**config.mk**
```make
export PLATFORM = sky130hd
export DESIGN_NAME = dma_dsc_cache_reader_flat
export DESIGN_NICKNAME = d
export VERILOG_FILES = /design/src/rtl/dma_dsc_cache_reader_pkg.sv /design/src/rtl/dma_dsc_cache_reader_if.sv /design/src/rtl/dma_dsc_cache_reader_skid2.sv /design/src/rtl/dma_dsc_cache_reader.sv /design/src/flat_wrapper.sv
export SDC_FILE = /design/constraint.sdc
export NUM_CORES = 1
export LEC_CHECK = 0
export CORE_MARGIN = 2
export CORE_UTILIZATION = 54
export CTS_CLUSTER_DIAMETER = 40
export DETAILED_ROUTE_END_ITERATION = 6
export GPL_ROUTABILITY_DRIVEN = 0
export PLACE_DENSITY = 0.87
export SLEW_MARGIN = 20
export SYNTH_ARGS = -nofsm -noshare
export SYNTH_HDL_FRONTEND = slang
export SYNTH_SLANG_ARGS = --single-unit
```
**constraint.sdc**
```tcl
create_clock -name clk_i -period 7.2 [get_ports clk_i]
set_input_delay 1.08 -clock clk_i [delete_from_list [all_inputs] [get_ports clk_i]]
set_output_delay 1.08 -clock clk_i [all_outputs]
set_load 0.05 [all_outputs]
```
**src/rtl/dma_dsc_cache_reader_pkg.sv**
```systemverilog
// Shared sizes and types for the DMA descriptor cache read controller.
package dma_dsc_pkg;
    localparam int DSC_DW     = 64;
    localparam int DSC_DEPTH  = 4;
    localparam int DSC_AW     = $clog2(DSC_DEPTH);
    localparam int DSC_STAGES = 2;   // issue -> SRAM data reg -> skid capture
    localparam int DSC_SKID   = 2;   // output skid entries; also the read credit limit

    typedef logic [DSC_AW-1:0] dsc_ptr_t;
    typedef logic [DSC_DW-1:0] dsc_word_t;
endpackage

```
**src/rtl/dma_dsc_cache_reader_if.sv**
```systemverilog
// Writer, SRAM and descriptor-stream signals of the descriptor cache reader.
interface dma_dsc_cache_reader_if #(
    parameter int AW = dma_dsc_pkg::DSC_AW,
    parameter int DW = dma_dsc_pkg::DSC_DW
) ();
    logic          wr_push;
    logic          wr_full;
    logic          w_en;
    logic [AW-1:0] w_addr;
    logic [AW-1:0] r_addr;
    logic          r_addr_en;
    logic          r_data_en;
    logic [DW-1:0] r_data;
    logic [DW-1:0] dsc_data;
    logic          dsc_valid;
    logic          dsc_ready;
    logic [AW:0]   count;

    modport master (
        input  wr_push, r_data, dsc_ready,
        output wr_full, w_en, w_addr, r_addr, r_addr_en, r_data_en,
               dsc_data, dsc_valid, count
    );

    modport slave (
        output wr_push, r_data, dsc_ready,
        input  wr_full, w_en, w_addr, r_addr, r_addr_en, r_data_en,
               dsc_data, dsc_valid, count
    );
endinterface

```
**src/rtl/dma_dsc_cache_reader_skid2.sv**
```systemverilog
// Two-entry valid/ready FIFO that re-times SRAM read data into the descriptor stream.
module dma_dsc_skid2
    import dma_dsc_pkg::*;
#(
    parameter int DW = DSC_DW
) (
    input  logic          clk_i,
    input  logic          clr_i,
    input  logic          push_i,
    input  logic [DW-1:0] data_i,
    input  logic          pop_i,
    output logic          valid_o,
    output logic [DW-1:0] data_o,
    output logic [1:0]    count_o
);
    logic [1:0][DW-1:0] mem_q, mem_d;
    logic               rd_q, rd_d;
    logic               wr_q, wr_d;
    logic [1:0]         cnt_q, cnt_d;

    // The upstream credit check guarantees a push never lands on a full FIFO.
    always_comb begin
        mem_d = mem_q;
        if (push_i) begin
            mem_d[wr_q] = data_i;
        end
        wr_d  = wr_q ^ push_i;
        rd_d  = rd_q ^ pop_i;
        cnt_d = cnt_q + 2'(push_i) - 2'(pop_i);
    end

    always_ff @(posedge clk_i) begin
        if (clr_i) begin
            mem_q <= '0;
            rd_q  <= 1'b0;
            wr_q  <= 1'b0;
            cnt_q <= '0;
        end else begin
            mem_q <= mem_d;
            rd_q  <= rd_d;
            wr_q  <= wr_d;
            cnt_q <= cnt_d;
        end
    end

    assign valid_o = (cnt_q != '0);
    assign data_o  = mem_q[rd_q];
    assign count_o = cnt_q;
endmodule

```
**src/rtl/dma_dsc_cache_reader.sv**
```systemverilog
// Read-side controller for the descriptor cache SRAM: pointers, occupancy,
// write gating, 2-cycle read issue and re-timing into a valid/ready stream.
module dma_dsc_cache_reader
    import dma_dsc_pkg::*;
#(
    parameter int DEPTH = DSC_DEPTH,
    parameter int AW    = $clog2(DEPTH),
    parameter int DW    = DSC_DW
) (
    input  logic clk_i,
    input  logic rst_i,
    input  logic flush_i,
    dma_dsc_cache_reader_if.master bus
);
    localparam int STAGES = DSC_STAGES;
    localparam int CW     = AW + 1;

    logic [AW-1:0]     wr_ptr_q, wr_ptr_d;
    logic [AW-1:0]     rd_ptr_q, rd_ptr_d;
    logic [CW-1:0]     count_q, count_d;
    logic [CW-1:0]     avail_q, avail_d;
    logic              wr_full_q, wr_full_d;
    logic [STAGES:1]   vld_pipe_q, vld_pipe_d;

    logic              clr;
    logic              w_en;
    logic              issue;
    logic              pop;
    logic [2:0]        credit_used;
    logic [2:0]        credit_lim;
    logic              skid_valid;
    logic [1:0]        skid_cnt;
    logic [DW-1:0]     skid_data;

    assign clr = rst_i | flush_i;

    // Every issued read owns a skid slot from issue until it is popped, so
    // reads in the pipe plus words in the skid never exceed the skid depth.
    always_comb begin
        pop         = skid_valid & bus.dsc_ready;
        w_en        = bus.wr_push & ~wr_full_q & ~clr;
        credit_used = 3'($countones(vld_pipe_q)) + 3'(skid_cnt);
        credit_lim  = 3'(DSC_SKID) + 3'(pop);
        issue       = (avail_q != '0) & (credit_used < credit_lim) & ~clr;

        wr_ptr_d    = wr_ptr_q + AW'(w_en);
        rd_ptr_d    = rd_ptr_q + AW'(issue);
        count_d     = count_q + CW'(w_en) - CW'(pop);
        avail_d     = avail_q + CW'(w_en) - CW'(issue);
        wr_full_d   = (count_d == CW'(DEPTH));
        vld_pipe_d  = {vld_pipe_q[STAGES-1:1], issue};
    end

    // avail is registered, so a word written at an edge is only addressed a
    // cycle later: the SRAM never sees read-during-write on one slot.
    always_ff @(posedge clk_i) begin
        if (clr) begin
            wr_ptr_q   <= '0;
            rd_ptr_q   <= '0;
            count_q    <= '0;
            avail_q    <= '0;
            wr_full_q  <= 1'b0;
            vld_pipe_q <= '0;
        end else begin
            wr_ptr_q   <= wr_ptr_d;
            rd_ptr_q   <= rd_ptr_d;
            count_q    <= count_d;
            avail_q    <= avail_d;
            wr_full_q  <= wr_full_d;
            vld_pipe_q <= vld_pipe_d;
        end
    end

    dma_dsc_skid2 #(
        .DW (DW)
    ) u_skid (
        .clk_i   (clk_i),
        .clr_i   (clr),
        .push_i  (vld_pipe_q[STAGES]),
        .data_i  (bus.r_data),
        .pop_i   (pop),
        .valid_o (skid_valid),
        .data_o  (skid_data),
        .count_o (skid_cnt)
    );

    assign bus.wr_full   = wr_full_q;
    assign bus.w_en      = w_en;
    assign bus.w_addr    = wr_ptr_q;
    assign bus.r_addr    = rd_ptr_q;
    assign bus.r_addr_en = issue;
    assign bus.r_data_en = vld_pipe_q[1];
    assign bus.dsc_data  = skid_data;
    assign bus.dsc_valid = skid_valid;
    assign bus.count     = count_q;
endmodule

```
**src/flat_wrapper.sv**
```systemverilog
// flat-port wrapper written by rule: the top's interface ports become plain ports
module dma_dsc_cache_reader_flat import dma_dsc_pkg::*;
#(
    parameter int DEPTH = DSC_DEPTH,
    parameter int AW    = $clog2(DEPTH),
    parameter int DW    = DSC_DW
)
  (clk_i, rst_i, flush_i, bus_wr_push, bus_r_data, bus_dsc_ready, bus_wr_full, bus_w_en, bus_w_addr, bus_r_addr, bus_r_addr_en, bus_r_data_en, bus_dsc_data, bus_dsc_valid, bus_count);
  dma_dsc_cache_reader_if #(.AW(AW), .DW(DW)) bus_i ();
  input  logic clk_i;
  input  logic rst_i;
  input  logic flush_i;
  input wire logic [$bits(bus_i.wr_push)-1:0] bus_wr_push;
  input wire logic [$bits(bus_i.r_data)-1:0] bus_r_data;
  input wire logic [$bits(bus_i.dsc_ready)-1:0] bus_dsc_ready;
  output wire logic [$bits(bus_i.wr_full)-1:0] bus_wr_full;
  output wire logic [$bits(bus_i.w_en)-1:0] bus_w_en;
  output wire logic [$bits(bus_i.w_addr)-1:0] bus_w_addr;
  output wire logic [$bits(bus_i.r_addr)-1:0] bus_r_addr;
  output wire logic [$bits(bus_i.r_addr_en)-1:0] bus_r_addr_en;
  output wire logic [$bits(bus_i.r_data_en)-1:0] bus_r_data_en;
  output wire logic [$bits(bus_i.dsc_data)-1:0] bus_dsc_data;
  output wire logic [$bits(bus_i.dsc_valid)-1:0] bus_dsc_valid;
  output wire logic [$bits(bus_i.count)-1:0] bus_count;
  assign bus_i.wr_push = bus_wr_push;
  assign bus_i.r_data = bus_r_data;
  assign bus_i.dsc_ready = bus_dsc_ready;
  assign bus_wr_full = bus_i.wr_full;
  assign bus_w_en = bus_i.w_en;
  assign bus_w_addr = bus_i.w_addr;
  assign bus_r_addr = bus_i.r_addr;
  assign bus_r_addr_en = bus_i.r_addr_en;
  assign bus_r_data_en = bus_i.r_data_en;
  assign bus_dsc_data = bus_i.dsc_data;
  assign bus_dsc_valid = bus_i.dsc_valid;
  assign bus_count = bus_i.count;
  dma_dsc_cache_reader #(.DEPTH(DEPTH), .AW(AW), .DW(DW)) u_core (.clk_i(clk_i), .rst_i(rst_i), .flush_i(flush_i), .bus(bus_i));
endmodule
```
==> flow_summary_export.csv <==
group,metric,value,unit
run_status,outcome,"complete, no violations",
power_and_ir_drop,finalPower,1.80,mW
timing,fin_skew,0.00729,ns
timing,fin_tns_setup,0,ns
yosys,yosysMostFrequentCell,"dfxtp_1",
setup_path,critPathMaxFanout,68,
global_route,antenna_found_initial,0,
clock_tree,ctsHoldBuffers,0,
yosys,synth_top_area_share,0.472,
global_route,grt.overflow.total,0,
floorplan,initial_core_util,0.560,
clock_tree,insertion_delay,0.42,ns
layout,multiInputGateArea,2940,sq um
detailed_routing,post_drt_wl_per_cell,16.3,microns
yosys,synth-edff-count,0,
yosys,synth.avg_cell_area,11.0,sq um
timing,drv_slew,0,
yosys,ys_seq_area_frac,0.472,
yosys,synth_top_area_cell,"dfxtp_1",
clock_tree,path_clk_slew,0.06,ns
power_and_ir_drop,power.leakage,2.87,nW
detailed_routing,routed_wl,13800,microns
timing,finalSetupViolations,0,
setup_path,cp.arrival,3.56,ns
detailed_routing,vias,4397,
timing,tightestPinTransition,0.883,ns
placement,dpl.hpwl,8610,microns
power_and_ir_drop,power.density,220,nW/um^2
floorplan,fp.dieH,111,microns
yosys,synthTopCellsByCount,"dfxtp_1, nor2_1, mux2i_1",
timing,slew_headroom,0.411,
clock_tree,cts_tree,"built",
clock_tree,numCtsBuffers,17,
yosys,async_flop_share,0,
layout,num_antenna_cells,0,
floorplan,dieWidth,111,microns
power_and_ir_drop,vdd_ir_drop_max,203,uV
global_route,grt_usage,0.231,
yosys,yosys_most_used_dff,"dfxtp_1",
detailed_routing,drtIter0Drc,209,
layout,fillers,775,
yosys,synthCells,559,
clock_tree,cts_setup_buffers,0,
setup_path,crit_type,"input port to output pin",
yosys,synth_area,6150,sq um
hold_path,holdCritPathClass,"register to register",
detailed_routing,drtPass1Iterations,4,
setup_path,cp-start-kind,"input port",
yosys,ys_types,21,
clock_tree,cts-root-buf,"clkbuf_16",
global_route,grt_pass1_vias,4779,
timing,whs,0.488,ns
timing,finalCriticalPeriod,4.64,ns
timing,period_share,0.645,
detailed_routing,viasPerCell,5.21,
layout,seqCellArea,2900,sq um
yosys,synthTopCellsByArea,"dfxtp_1, mux2i_1, mux2_2",
timing,rsz0062_at_grt,"no",
run,timing.max_cap.violations,0,
timing,fmax,215,MHz
global_route,grt_pass1_wl,22700,microns
detailed_routing,final_antenna_net_count,0,
setup_path,end_kind,"output pin",
layout,area_growth,32.9,%
yosys,synth_nets,643,
global_route,grt_max_degree,72,
floorplan,die_area,12300,sq um
floorplan,core_area,11000,sq um
placement,placement.io_buffers,144,
timing,hold_viol_final,0,
layout,layout-drive-gt1-share,0.148,
yosys,yosysWarnings,0,
detailed_routing,route.detailed.drc,0,
clock_tree,cts_resized,0,
clock_tree,clock-sinks,145,
floorplan,ios,145,
clock_tree,cts_buffer_depth,2,
layout,final_net_count,775,
yosys,synth.ff_latch_count,145,
setup_path,cp_data_required_time,6.12,ns
clock_tree,htreeDepth,4,
floorplan,rows,38,
[layout make-up]
| cell class | count | area share |
|---|---|---|
| clock buffers | 21 | 0.0563 |
| flip-flops and latches | 145 | 0.355 |
| inverters | 9 | 0.00413 |
| multi-input cells | 369 | 0.360 |
| well taps | 140 | 0.0214 |
| clock inverters | 11 | 0.0196 |
| repair buffers | 149 | 0.184 |
[registers in the layout, indices dropped and copies added (netlist names)]
| register | cells |
|---|---|
| u_core.avail_q | 3 |
| u_core.bus.count | 3 |
| u_core.bus.r_addr | 2 |
| u_core.bus.w_addr | 2 |
| u_core.bus.wr_full | 1 |
| u_core.u_skid.count_o | 2 |
| u_core.u_skid.mem_q | 128 |
| u_core.u_skid.rd_q | 1 |
| u_core.u_skid.wr_q | 1 |
| u_core.vld_pipe_q | 2 |
[final timing paths]
check,start,endpoint,slack (ns),cells past startpoint
max,flush_i,bus_r_addr_en,2.56,4
min,u_core.u_skid.mem_q[96],u_core.u_skid.mem_q[96],0.49,2
max reg2reg,u_core.vld_pipe_q[2],u_core.avail_q[2],3.56,13
min reg2reg,u_core.u_skid.mem_q[96],u_core.u_skid.mem_q[96],0.49,2
[routing by layer]
layer  wire (microns)  global-route usage
met1             5740               0.258
met5                0                   0
met3              804              0.0842
met2             6860               0.396
met4              362              0.0992
[placed cells by master, fill, tap and decap left out, drive strengths merged, types with 4 or more instances in the layout]
| cell | instances |
|---|---|
| buf | 5 |
| xnor2 | 6 |
| mux2 | 64 |
| dfxtp | 145 |
| nor2 | 137 |
| inv | 9 |
| clkbuf | 21 |
| ha | 12 |
| bufinv | 4 |
| clkinv | 5 |
| clkdlybuf4s50 | 144 |
| and2 | 7 |
| mux2i | 128 |
[logic make-up after synthesis]
group / share of synthesized area
mux: 0.325
compound gates: 0.00163
fa+ha+maj: 0.0342
buf+inv: 0.0545
flops: 0.472
xor+xnor: 0.0128
simple gates: 0.0997
[stage by stage]
stage / util / std cells / setup slack [ns] / cell area (sq um)
CTS: 0.742 / 843 / 2.53 / 8140
finish: 0.744 / 844 / 2.56 / 8180
global route: 0.744 / 844 / 2.34 / 8180
floorplan: - / 559 / 2.25 / 6150
global placement: 0.685 / 811 / 2.57 / 7520
detailed placement: 0.685 / 811 / 2.59 / 7520
[report_power, final]
part	total [mW]	leakage, nW	switching [mW]	internal (mW)
Clock	0.919	0.303	0.325	0.594
Combinational	0.0716	1.40	0.0314	0.0402
Sequential	0.805	1.17	0.000839	0.804
[critical path: stages]
cell and delay (ns):
clkdlybuf4s50_1 0.43, or2_4 0.49, nor4b_1 0.63, clkdlybuf4s50_1 0.93
Power figures use the tool's default switching activity.
